### src/rtl/mips_pkg.sv
// Shared types and constants for the MIPS pipeline stages.
// Bus-controller state encoding, datapath widths and default bus timeout.
package mips_pkg;

    localparam int DATA_W      = 32;
    localparam int REG_W       = 5;
    localparam int TIMEOUT_DEF = 255;

    typedef enum logic {
        IDLE = 1'b0,
        BUS  = 1'b1
    } state_t;

    function automatic logic is_misaligned(input logic [1:0] addr_lsb);
        return |addr_lsb;
    endfunction

endpackage

### src/rtl/mem_bus_ctrl.sv
// Data-memory bus sequencer: holds one req/ack transaction and aborts it
// once the wait counter reaches its terminal count.
//
// state | meaning
// IDLE  | no access outstanding, ready for a start request
// BUS   | dm_req held, waiting for dm_ack or the timeout terminal count
module mem_bus_ctrl
    import mips_pkg::*;
#(
    parameter int W       = DATA_W,
    parameter int TIMEOUT = TIMEOUT_DEF
) (
    input  logic         clk,
    input  logic         rst,
    input  logic         start,
    input  logic         start_we,
    input  logic [W-1:0] start_addr,
    input  logic [W-1:0] start_wdata,
    input  logic         dm_ack,
    output logic         busy,
    output logic         done,
    output logic         timeout,
    output logic         dm_req,
    output logic         dm_we,
    output logic [W-1:0] dm_addr,
    output logic [W-1:0] dm_wdata
);

    localparam int CW = $clog2(TIMEOUT);
    localparam logic [CW-1:0] TC = CW'(TIMEOUT - 1);

    state_t        state;
    logic [CW-1:0] wait_cnt;

    // An ack in the terminal-count cycle completes the access instead of faulting.
    assign busy    = (state == BUS);
    assign done    = busy & dm_ack;
    assign timeout = busy & ~dm_ack & (wait_cnt == TC);

    always_ff @(posedge clk) begin
        if (rst) begin
            state    <= IDLE;
            wait_cnt <= '0;
            dm_req   <= 1'b0;
            dm_we    <= 1'b0;
            dm_addr  <= '0;
            dm_wdata <= '0;
        end else begin
            case (state)
                IDLE: begin
                    if (start) begin
                        state    <= BUS;
                        wait_cnt <= '0;
                        dm_req   <= 1'b1;
                        dm_we    <= start_we;
                        dm_addr  <= start_addr;
                        dm_wdata <= start_wdata;
                    end
                end
                BUS: begin
                    if (dm_ack || wait_cnt == TC) begin
                        state  <= IDLE;
                        dm_req <= 1'b0;
                    end else begin
                        wait_cnt <= wait_cnt + 1'b1;
                    end
                end
                default: begin
                    state  <= IDLE;
                    dm_req <= 1'b0;
                end
            endcase
        end
    end

endmodule

### src/rtl/mem_access_stage.sv
// MIPS memory stage: EX/MEM capture, branch resolution, load/store over the
// req/ack bus, and single-cycle retire pulses towards writeback.
module mem_access_stage #(
    parameter int DATA_W  = mips_pkg::DATA_W,
    parameter int REG_W   = mips_pkg::REG_W,
    parameter int TIMEOUT = mips_pkg::TIMEOUT_DEF
) (
    input  logic              clk,
    input  logic              rst,
    input  logic              ex_valid,
    output logic              ex_ready,
    input  logic [DATA_W-1:0] ALUResult,
    input  logic [DATA_W-1:0] MX2,
    input  logic [DATA_W-1:0] StoreData,
    input  logic              Zero,
    input  logic              Branch,
    input  logic              MemRead,
    input  logic              MemWrite,
    input  logic              RegWrite,
    input  logic [REG_W-1:0]  WriteReg,
    output logic              dm_req,
    output logic              dm_we,
    output logic [DATA_W-1:0] dm_addr,
    output logic [DATA_W-1:0] dm_wdata,
    input  logic [DATA_W-1:0] dm_rdata,
    input  logic              dm_ack,
    output logic              wb_valid,
    output logic              wb_RegWrite,
    output logic [REG_W-1:0]  wb_WriteReg,
    output logic [DATA_W-1:0] wb_data,
    output logic              pc_src,
    output logic [DATA_W-1:0] pc_target,
    output logic              fault
);

    import mips_pkg::*;

    logic accept, mem_op, bad_op, start;
    logic busy, bus_done, bus_tmo;

    logic              cap_load;
    logic              cap_regwrite;
    logic [REG_W-1:0]  cap_writereg;
    logic              cap_taken;
    logic [DATA_W-1:0] cap_target;

    assign ex_ready = ~busy;
    assign accept   = ex_valid & ex_ready;
    assign mem_op   = MemRead | MemWrite;
    assign bad_op   = mem_op & (is_misaligned(ALUResult[1:0]) | (MemRead & MemWrite));
    assign start    = accept & mem_op & ~bad_op;

    mem_bus_ctrl #(
        .W       (DATA_W),
        .TIMEOUT (TIMEOUT)
    ) u_bus (
        .clk         (clk),
        .rst         (rst),
        .start       (start),
        .start_we    (MemWrite),
        .start_addr  (ALUResult),
        .start_wdata (StoreData),
        .dm_ack      (dm_ack),
        .busy        (busy),
        .done        (bus_done),
        .timeout     (bus_tmo),
        .dm_req      (dm_req),
        .dm_we       (dm_we),
        .dm_addr     (dm_addr),
        .dm_wdata    (dm_wdata)
    );

    always_ff @(posedge clk) begin
        if (rst) begin
            cap_load     <= 1'b0;
            cap_regwrite <= 1'b0;
            cap_writereg <= '0;
            cap_taken    <= 1'b0;
            cap_target   <= '0;
            wb_valid     <= 1'b0;
            wb_RegWrite  <= 1'b0;
            wb_WriteReg  <= '0;
            wb_data      <= '0;
            pc_src       <= 1'b0;
            pc_target    <= '0;
            fault        <= 1'b0;
        end else begin
            wb_valid <= 1'b0;
            pc_src   <= 1'b0;
            fault    <= 1'b0;

            if (accept && !start) begin
                // Non-memory ops and rejected memory ops retire immediately.
                wb_valid    <= 1'b1;
                fault       <= bad_op;
                wb_RegWrite <= RegWrite & ~bad_op;
                wb_WriteReg <= WriteReg;
                wb_data     <= ALUResult;
                pc_src      <= Branch & Zero;
                pc_target   <= MX2;
            end else if (start) begin
                cap_load     <= MemRead;
                cap_regwrite <= RegWrite;
                cap_writereg <= WriteReg;
                cap_taken    <= Branch & Zero;
                cap_target   <= MX2;
            end

            if (bus_done) begin
                wb_valid    <= 1'b1;
                wb_RegWrite <= cap_regwrite & cap_load;
                wb_WriteReg <= cap_writereg;
                wb_data     <= cap_load ? dm_rdata : dm_addr;
                pc_src      <= cap_taken;
                pc_target   <= cap_target;
            end else if (bus_tmo) begin
                wb_valid    <= 1'b1;
                fault       <= 1'b1;
                wb_RegWrite <= 1'b0;
                wb_WriteReg <= cap_writereg;
                pc_src      <= cap_taken;
                pc_target   <= cap_target;
            end
        end
    end

endmodule

### config.mk
export PLATFORM = sky130hd
export DESIGN_NAME = mem_access_stage
export DESIGN_NICKNAME = d
export VERILOG_FILES = /design/src/rtl/mips_pkg.sv /design/src/rtl/mem_bus_ctrl.sv /design/src/rtl/mem_access_stage.sv
export SDC_FILE = /design/constraint.sdc
export NUM_CORES = 1
export LEC_CHECK = 0
export CAP_MARGIN = 20
export CORE_MARGIN = 4
export CORE_UTILIZATION = 47
export DETAILED_ROUTE_END_ITERATION = 8
export PLACE_DENSITY = 0.84
export SLEW_MARGIN = 5
export SYNTH_ARGS = -nofsm -noshare
export SYNTH_HDL_FRONTEND = slang
export SYNTH_SLANG_ARGS = --single-unit
### constraint.sdc
create_clock -name clk -period 4.3 [get_ports clk]
set_clock_uncertainty 0.1 [all_clocks]
set_input_delay 1.075 -clock clk [delete_from_list [all_inputs] [get_ports clk]]
set_output_delay 1.075 -clock clk [all_outputs]
set_load 0.01 [all_outputs]
==> out/metrics.cfg, run 1 <==
[finish]
antennaDiodeCount = 0
drive_above_1_share_pct = 4.81
syn_to_final_growth_pct = 46.8
final_cell_mix = clkdlybuf4s50_1, nand2_1, dfxtp_1, a21oi_1, nand3_1
nNetsFinal = 1296
multiInputGateArea_sq_um = 3360
fillers = 1204
layout_commonest_cell = clkdlybuf4s50_1
register_area_sq_um = 3760
final_cells = 1376

[global_routing]
grt_max_degree = 112
grt_overflow = 0
track_usage_pct = 24.7
antenna_found_initial = 0
grt_pass1_vias = 7118
grt_pass1_wl_um = 36400

[clock_network]
cts_root_buffer = clkbuf_16
cts_buffer_depth = 2
post_cts_resized = 0
postCtsHoldBufs = 0
postCtsSetupBuffers = 0
htreeDepth = 4
numCtsBuffers = 17
clk_latency_ns = 0.42
cts_tree = built
clk_pin_slew_worst_paths_ns = 0.07
numClockSinks = 188

[detailed_routing]
ant_nets = 0
num_vias = 7566
drtIter0Drc = 473
drc = 0
vias_per_cell = 5.50
drt_first_pass_iters = 5
wl_per_cell_um = 17.0
wirelength_um = 23400

[power]
p_total_mw = 4.16
p_per_area_nw_per_um2 = 377
power.leakage_nw = 3.77
ir_drop_mv = 0.277

[yosys]
synth.cell_area_sq_um = 7520
syn_area_per_cell_sq_um = 8.17
syn_nets = 1064
ys_seq_area_share_pct = 50.0
ys_types = 38
ys_ff_latch = 188
synthCells = 920
synth-warning-count = 0

[timing]
final_hold_viol_count = 0
finalSetupViolations = 0
maxSlewViolCount = 0
fin_setup_tns_ns = 0
worst_slew_pin_slew_ns = 0.671
rsz0062_at_grt = no
fin_crit_sh_pct = 70.2
slew_headroom_pct = 55.1
min_period_ns = 3.02
max_freq_mhz = 331

[worst_setup_path]
critPathKind = in2reg
cp_max_fo = 55
arrival_ns = 3.25
rrSetupSlack_ns = 2.14
worstSetupEndpointType = flop
start_kind = input port
worst_ep_required_time_ns = 4.53

[hold_path]
hp-class = reg2reg

[die]
core_sq_um = 15400
die_w_um = 134
die_h_um = 134
io-pin-count = 282
num_rows = 45
initial_core_util_pct = 48.7
dieArea_sq_um = 18100

[place]
numPortBuffers = 281
dp_cells = 1343
dpl.hpwl_um = 15600
gp_congestion = 0.812

[run]
maxCapViolations = 0

[run_status]
outcome = finished clean

cell families after synthesis:
logic type                 synth area share (%)
xor gates and xnor gates                  0.682
adders and majority gates                 0.333
and+or+nand+nor                            21.2
DFF                                        50.0
AOI/OAI and AO/OA                          22.1
buffers and inverters                      5.67
through the flow:
step / utilization, % / hold slack (ns) / setup WS (ns) / area [sq um]
after global routing: 71.6 / 0.373 / 1.17 / 11000
after CTS: 71.4 / 0.356 / 1.33 / 11000
after detailed placement: 67.0 / 0.347 / 0.885 / 10300
after floorplan: - / 0.336 / 2.04 / 7520
after global placement: 67.0 / 0.340 / 0.972 / 10300
final: 71.6 / 0.353 / 1.28 / 11000
flip-flops by register name, indices dropped and copies added, names as in the netlist, 5 cells and up:
signal and count:
cap_writereg 5, u_bus.wait_cnt 8, u_bus.dm_wdata 32, pc_target 32
wb_WriteReg 5, cap_target 32, u_bus.dm_addr 32, wb_data 32
power breakdown:
part           total [mW]  internal, mW  switching (mW)  leakage, nW
clock                1.78          1.11           0.672        0.325
sequential           1.85          1.81          0.0406         1.53
combinational       0.525         0.284           0.241         1.91
total                4.16          3.21           0.954         3.77
critical path, stage by stage:
cell             delay, ns
clkdlybuf4s50_1       0.64
xor2_2                0.36
a21o_2                0.44
buf_12                0.32
nand2_1               0.10
a311oi_1              0.29
path summary, 6_finish.rpt:
| path | to | start | depth (start not counted) |
|---|---|---|---|
| worst max-delay path | wb_data[22] | MemRead | 6 |
| worst min-delay path | u_bus.dm_wdata[14] | u_bus.dm_wdata[14] | 2 |
| worst max register to register | wb_RegWrite | u_bus.busy | 5 |
| worst min register to register | u_bus.dm_wdata[14] | u_bus.dm_wdata[14] | 2 |
per-layer routing:
metal  routed length [um]  track usage, %  vias up  part of all wire [%]
met5                    0               0        -                     0
met4                  646            10.2        0                   2.8
li1                     -               -     3650                     -
met1                 9750            30.5     3566                    42
met3                 1740            6.41       44                   7.4
met2                11300            41.1      306                    48
cells in the mapped netlist:
cell	n	area (sq um)
nand4_1	3	18.8
or4_1	2	15.0
a21oi_2	1	8.76
buf_6	10	113
inv_1	4	15.0
o21ai_1	1	5.00
xor2_2	1	16.3
nor2_1	15	56.3
a21o_1	1	7.51
nor3b_1	1	7.51
nand4_2	1	12.5
nand3_1	41	205
a211oi_1	34	255
a32oi_1	1	8.76
a22oi_1	37	278
nand2_1	271	1020
o211ai_1	2	15.0
nor3_1	1	5.00
and3_1	3	18.8
o21a_1	1	7.51
o21ai_2	1	8.76
and4_1	1	8.76
and2_1	1	6.26
buf_2	23	115
a311oi_1	32	280
o21ba_2	1	10.0
o31ai_1	3	22.5
nand2b_1	3	18.8
clkbuf_1	47	176
and2b_1	1	7.51
o21ai_0	2	10.0
nor2b_1	31	194
buf_4	1	7.51
ha_1	2	25.0
a21oi_1	147	736
o2111ai_1	1	8.76
dfxtp_1	188	3760
xor2_1	4	35.0
layout make-up:
type	count	share of cell area, %
Clock buffer	19	4.01
Clock inverter	13	2.13
Inverter	4	0.136
Multi-Input combinational cell	647	30.4
Sequential cell	188	34.1
Tap cell	211	2.39
Timing Repair Buffer	294	26.8
Note: power is estimated with default switching activity, not from simulation.
==> run 2, diff against run 1 <==
CORE_UTILIZATION = 44   (was 47)
PLACE_DENSITY = 0.8   (was 0.84)
clock period = 3.1 ns   (was 4.3 ns; I/O delays follow)
==> run 2 against run 1 <==
Die area grew 6.4%. Power increased by 33%. Sequential share of layout area decreased by 0.081 points. Wire length rose by 0.79%. Final cell count grew 1.1%. Sequential power grew 39%. Non-clock buffer count up 5. Critical endpoint is now wb_data[30]. Largest cell class unchanged. Highest routed layer unchanged.
==> out/metrics.cfg, run 2 (synthesis results as in run 1) <==
[run_status]
outcome = finished clean

[finish]
syn_to_final_growth_pct = 47.2
fillers = 1364
layout_commonest_cell = clkdlybuf4s50_1
nNetsFinal = 1301
drive_above_1_share_pct = 5.30
final_cells = 1391
final_cell_mix = clkdlybuf4s50_1, nand2_1, dfxtp_1, a21oi_1, nand3_1
final_area_sq_um = 11100

[worst_setup_path]
worst_ep_required_time_ns = 3.33
start_kind = input port
crit_chain = clkdlybuf4s50_1, xor2_2, a21o_2, buf_12, nand2_1, a311oi_1
slowest_delay_ns = 0.56
worst-path-buf-inv = 2
critPathKind = in2reg
crit_slowest_cell = clkdlybuf4s50_1
worstSetupEndpointType = flop
cp_max_fo = 59
arrival_ns = 2.59
cp_top_family = buffers and inverters

[place]
gp_congestion = 0.842
numPortBuffers = 281
dp_cells = 1358
postPlaceCellArea_sq_um = 10500
dpl.hpwl_um = 15600

[power]
p_per_area_nw_per_um2 = 499
power.switching_mw = 1.45
comb_power_share_pct = 13.4
p_int_mw = 4.07
ir_drop_mv = 0.388
power_frac_seq_pct = 46.4
power.leakage_nw = 3.78
swShare_pct = 26.3
pwr-share-clk_pct = 40.2

[detailed_routing]
vias_per_cell = 5.38
ant_nets = 0
wl_per_cell_um = 17.0
wirelength_um = 23600
drc = 0
drt_first_pass_iters = 4
drtIter0Drc = 560
num_vias = 7481

[global_routing]
grt_pass1_wl_um = 37300
top_usage_layer = met2
grt_pass1_vias = 7039
groute.layer.met2.usage_pct = 37.0
antenna_found_initial = 1
grt_overflow = 0
globalRouteMet3Util_pct = 6.34
grt_max_degree = 69
grtUsageMet1_pct = 30.1
track_usage_pct = 23.4

[die]
io-pin-count = 282
die_w_um = 139
die_h_um = 139
num_rows = 47
dieArea_sq_um = 19200
initial_core_util_pct = 45.2
core_sq_um = 16600

[clock_network]
post_cts_resized = 0
cts_root_buffer = clkbuf_16
cts_tree = built
clk_pin_slew_worst_paths_ns = 0.07
cts_buffer_depth = 2
htreeDepth = 4
clk_latency_ns = 0.43
postCtsSetupBuffers = 0
numCtsBuffers = 17
numClockSinks = 188
postCtsHoldBufs = 0

[timing]
maxSlewViolCount = 0
min_period_ns = 2.37
final_hold_viol_count = 0
finalSetupViolations = 0
whs_ns = 0.354
worst_slew_pin_slew_ns = 0.589
fin_crit_sh_pct = 76.3
fin_setup_tns_ns = 0
rsz0062_at_grt = no
max_freq_mhz = 423
slew_headroom_pct = 60.7

[hold_path]
hp-class = reg2reg

[run]
maxCapViolations = 0

[run 2: final timing paths]
check | start | to | slack (ns) | cells past startpoint
max | MemWrite | wb_data[30] | 0.73 | 6
min | cap_writereg[2] | cap_writereg[2] | 0.35 | 2
max reg2reg | u_bus.wait_cnt[0] | u_bus.wait_cnt[5] | 1.17 | 6
min reg2reg | cap_writereg[2] | cap_writereg[2] | 0.35 | 2
[run 2: per-stage QoR]
stage / power (mW) / setup slack [ns] / util, %
3_3_place_gp: 3.35 / 0.352 / 62.9
5_1_grt: 5.73 / 0.612 / 66.5
6_report: 5.53 / 0.735 / 66.5
3_5_place_dp: 3.36 / 0.320 / 62.9
2_1_floorplan: 2.91 / 1.14 / -
4_1_cts: 5.56 / 0.755 / 66.5
[run 2: metal layers]
metal	part of all wire (%)	up-vias
li1	-	3676
met1	43	3472
met2	46	280
met3	7.2	53
met4	3.8	0
met5	0	-
[run 2: worst min-delay path: cells and delay by family (launching register included)]
kind / cells / cell delay (ns)
compound gates: 1 / 0.05
flops: 1 / 0.31
simple gates: 1 / 0.05
[run 2: cell type report]
type | count | area, sq um | share of cell area, %
timing repair buffer | 299 | 3050 | 27.5
clock buffer | 17 | 425 | 3.84
inverter | 4 | 15.0 | 0.136
multi-input combinational | 647 | 3360 | 30.4
clock inverter | 15 | 174 | 1.57
tap | 220 | 275 | 2.49
antenna | 1 | 2.50 | 0.0226
sequential | 188 | 3760 | 34.0
[run 2: power groups by stage]
stage	combinational, mW	sequential [mW]	clock [mW]
after floorplan	0.260	2.65	0
after global routing	0.792	2.58	2.36
after detailed placement	0.738	2.62	0
after global placement	0.732	2.62	0
after CTS	0.743	2.57	2.25
final	0.740	2.57	2.22
==> run 3, diff against run 2 <==
CORE_UTILIZATION = 40   (was 44)
PLACE_DENSITY = 0.76   (was 0.8)
clock period = 2.03 ns   (was 3.1 ns; I/O delays follow)
==> run 3 against run 2 <==
Wire length grew 2.1%. Non-clock buffer count up 27. Setup slack worse by 0.68 ns. Worst hold slack got worse by 0.0021 ns. Critical path type unchanged.
==> out/metrics.cfg, run 3 (synthesis results as in run 1) <==
[timing]
slew_headroom_pct = 75.9
final_hold_viol_count = 0
fin_crit_sh_pct = 97.2
finalSetupViolations = 0
whs_ns = 0.352
max_freq_mhz = 507
min_period_ns = 1.97
rsz0062_at_grt = no
maxSlewViolCount = 0
fin_ws_ns = 0.0562
fin_setup_tns_ns = 0
worst_slew_pin_slew_ns = 0.362

[power]
p_per_area_nw_per_um2 = 733
comb_power_share_pct = 14.3
pwr-share-clk_pct = 38.7
ir_drop_mv = 0.639
power_frac_seq_pct = 47.0
swShare_pct = 24.7
p_total_mw = 8.34
power.leakage_nw = 3.97
p_int_mw = 6.28
power.switching_mw = 2.06

[worst_setup_path]
arrival_ns = 2.19
worstSetupStartpoint = MemWrite
cp_max_fo = 20
rrSetupSlack_ns = 0.23
start_kind = input port
critPathKind = in2reg
worstReg2RegEnd = u_bus.wait_cnt[7]
rr_startpoint = u_bus.wait_cnt[0]
rr_worst_depth = 6
worstSetupEndpointType = flop
crit_end = wb_data[12]
worst_ep_required_time_ns = 2.24

[finish]
nNetsFinal = 1328
fin_util_pct = 62.4
final_area_sq_um = 11400
syn_to_final_growth_pct = 51.1
drive_above_1_share_pct = 7.27
final_cells = 1425
layout_commonest_cell = clkdlybuf4s50_1
final_cell_mix = clkdlybuf4s50_1, nand2_1, dfxtp_1, a21oi_1, nand3_1
antennaDiodeCount = 0

[clock_network]
numClockSinks = 188
numCtsBuffers = 17
cts_root_buffer = clkbuf_16
cts_tree = built
clk_pin_slew_worst_paths_ns = 0.07
clk_latency_ns = 0.42
htreeDepth = 4
cts_buffer_depth = 2
postCtsSetupBuffers = 0
post_cts_resized = 1
postCtsHoldBufs = 0

[die]
die_w_um = 145
core_sq_um = 18200
num_rows = 49
initial_core_util_pct = 41.3
die_h_um = 145
io-pin-count = 282
dieArea_sq_um = 21100

[detailed_routing]
wirelength_um = 24100
num_vias = 7556
vias_per_cell = 5.30
ant_nets = 0
drc = 0
drt_first_pass_iters = 5
wl_per_cell_um = 16.9
drtIter0Drc = 492

[global_routing]
grt_max_degree = 59
grt_pass1_vias = 7174
antenna_found_initial = 0
grt_pass1_wl_um = 38600
track_usage_pct = 22.0
grt_overflow = 0

[hold_path]
holdPathStages = 2
hp-class = reg2reg

[place]
numPortBuffers = 281
postPlaceCellArea_sq_um = 10800
dp_cells = 1394
dpl.hpwl_um = 16700
gp_congestion = 0.814
pre_cts_slack_ns = -0.375

[run]
maxCapViolations = 0

[run_status]
outcome = finished clean

-- run 3: final cells by class --
type	count	area [sq um]
inverters	4	15.0
fillers	1570	6840
multi-input cells	647	3360
flip-flops and latches	188	3770
repair buffers	326	3370
well taps	229	287
clock inverters	10	108
clock buffers	21	460
-- run 3: power groups by stage --
stage / combinational (mW) / sequential (mW) / clock [mW]
after floorplan: 0.396 / 4.05 / 0
after global placement: 1.19 / 4.00 / 0
after detailed placement: 1.20 / 4.00 / 0
after CTS: 1.20 / 3.92 / 3.30
after global routing: 1.28 / 3.93 / 3.45
final: 1.20 / 3.92 / 3.22
-- run 3: metal layers --
layer | track usage (%) | part of all wire, % | vias up
li1 | - | - | 3708
met1 | 27.6 | 43 | 3525
met2 | 37.3 | 48 | 284
met3 | 5.89 | 6.8 | 39
met4 | 6.36 | 2.3 | 0
met5 | 0 | 0 | -
-- run 3: worst min path at each step --
stage | start | slack [ns] | end
final | u_bus.dm_addr[1] | 0.35 | u_bus.dm_addr[1]
after global routing | cap_writereg[4] | 0.37 | cap_writereg[4]
after CTS | u_bus.dm_addr[1] | 0.35 | u_bus.dm_addr[1]
after detailed placement | u_bus.dm_addr[1] | 0.34 | u_bus.dm_addr[1]
after global placement | u_bus.dm_wdata[13] | 0.34 | u_bus.dm_wdata[13]
after floorplan | cap_taken | 0.34 | cap_taken
-- run 3: critical path: stages --
cell	delay, ns
clkdlybuf4s50_1	0.54
xor2_2	0.29
a21o_2	0.28
buf_12	0.18
nand2_1	0.08
a311oi_1	0.30
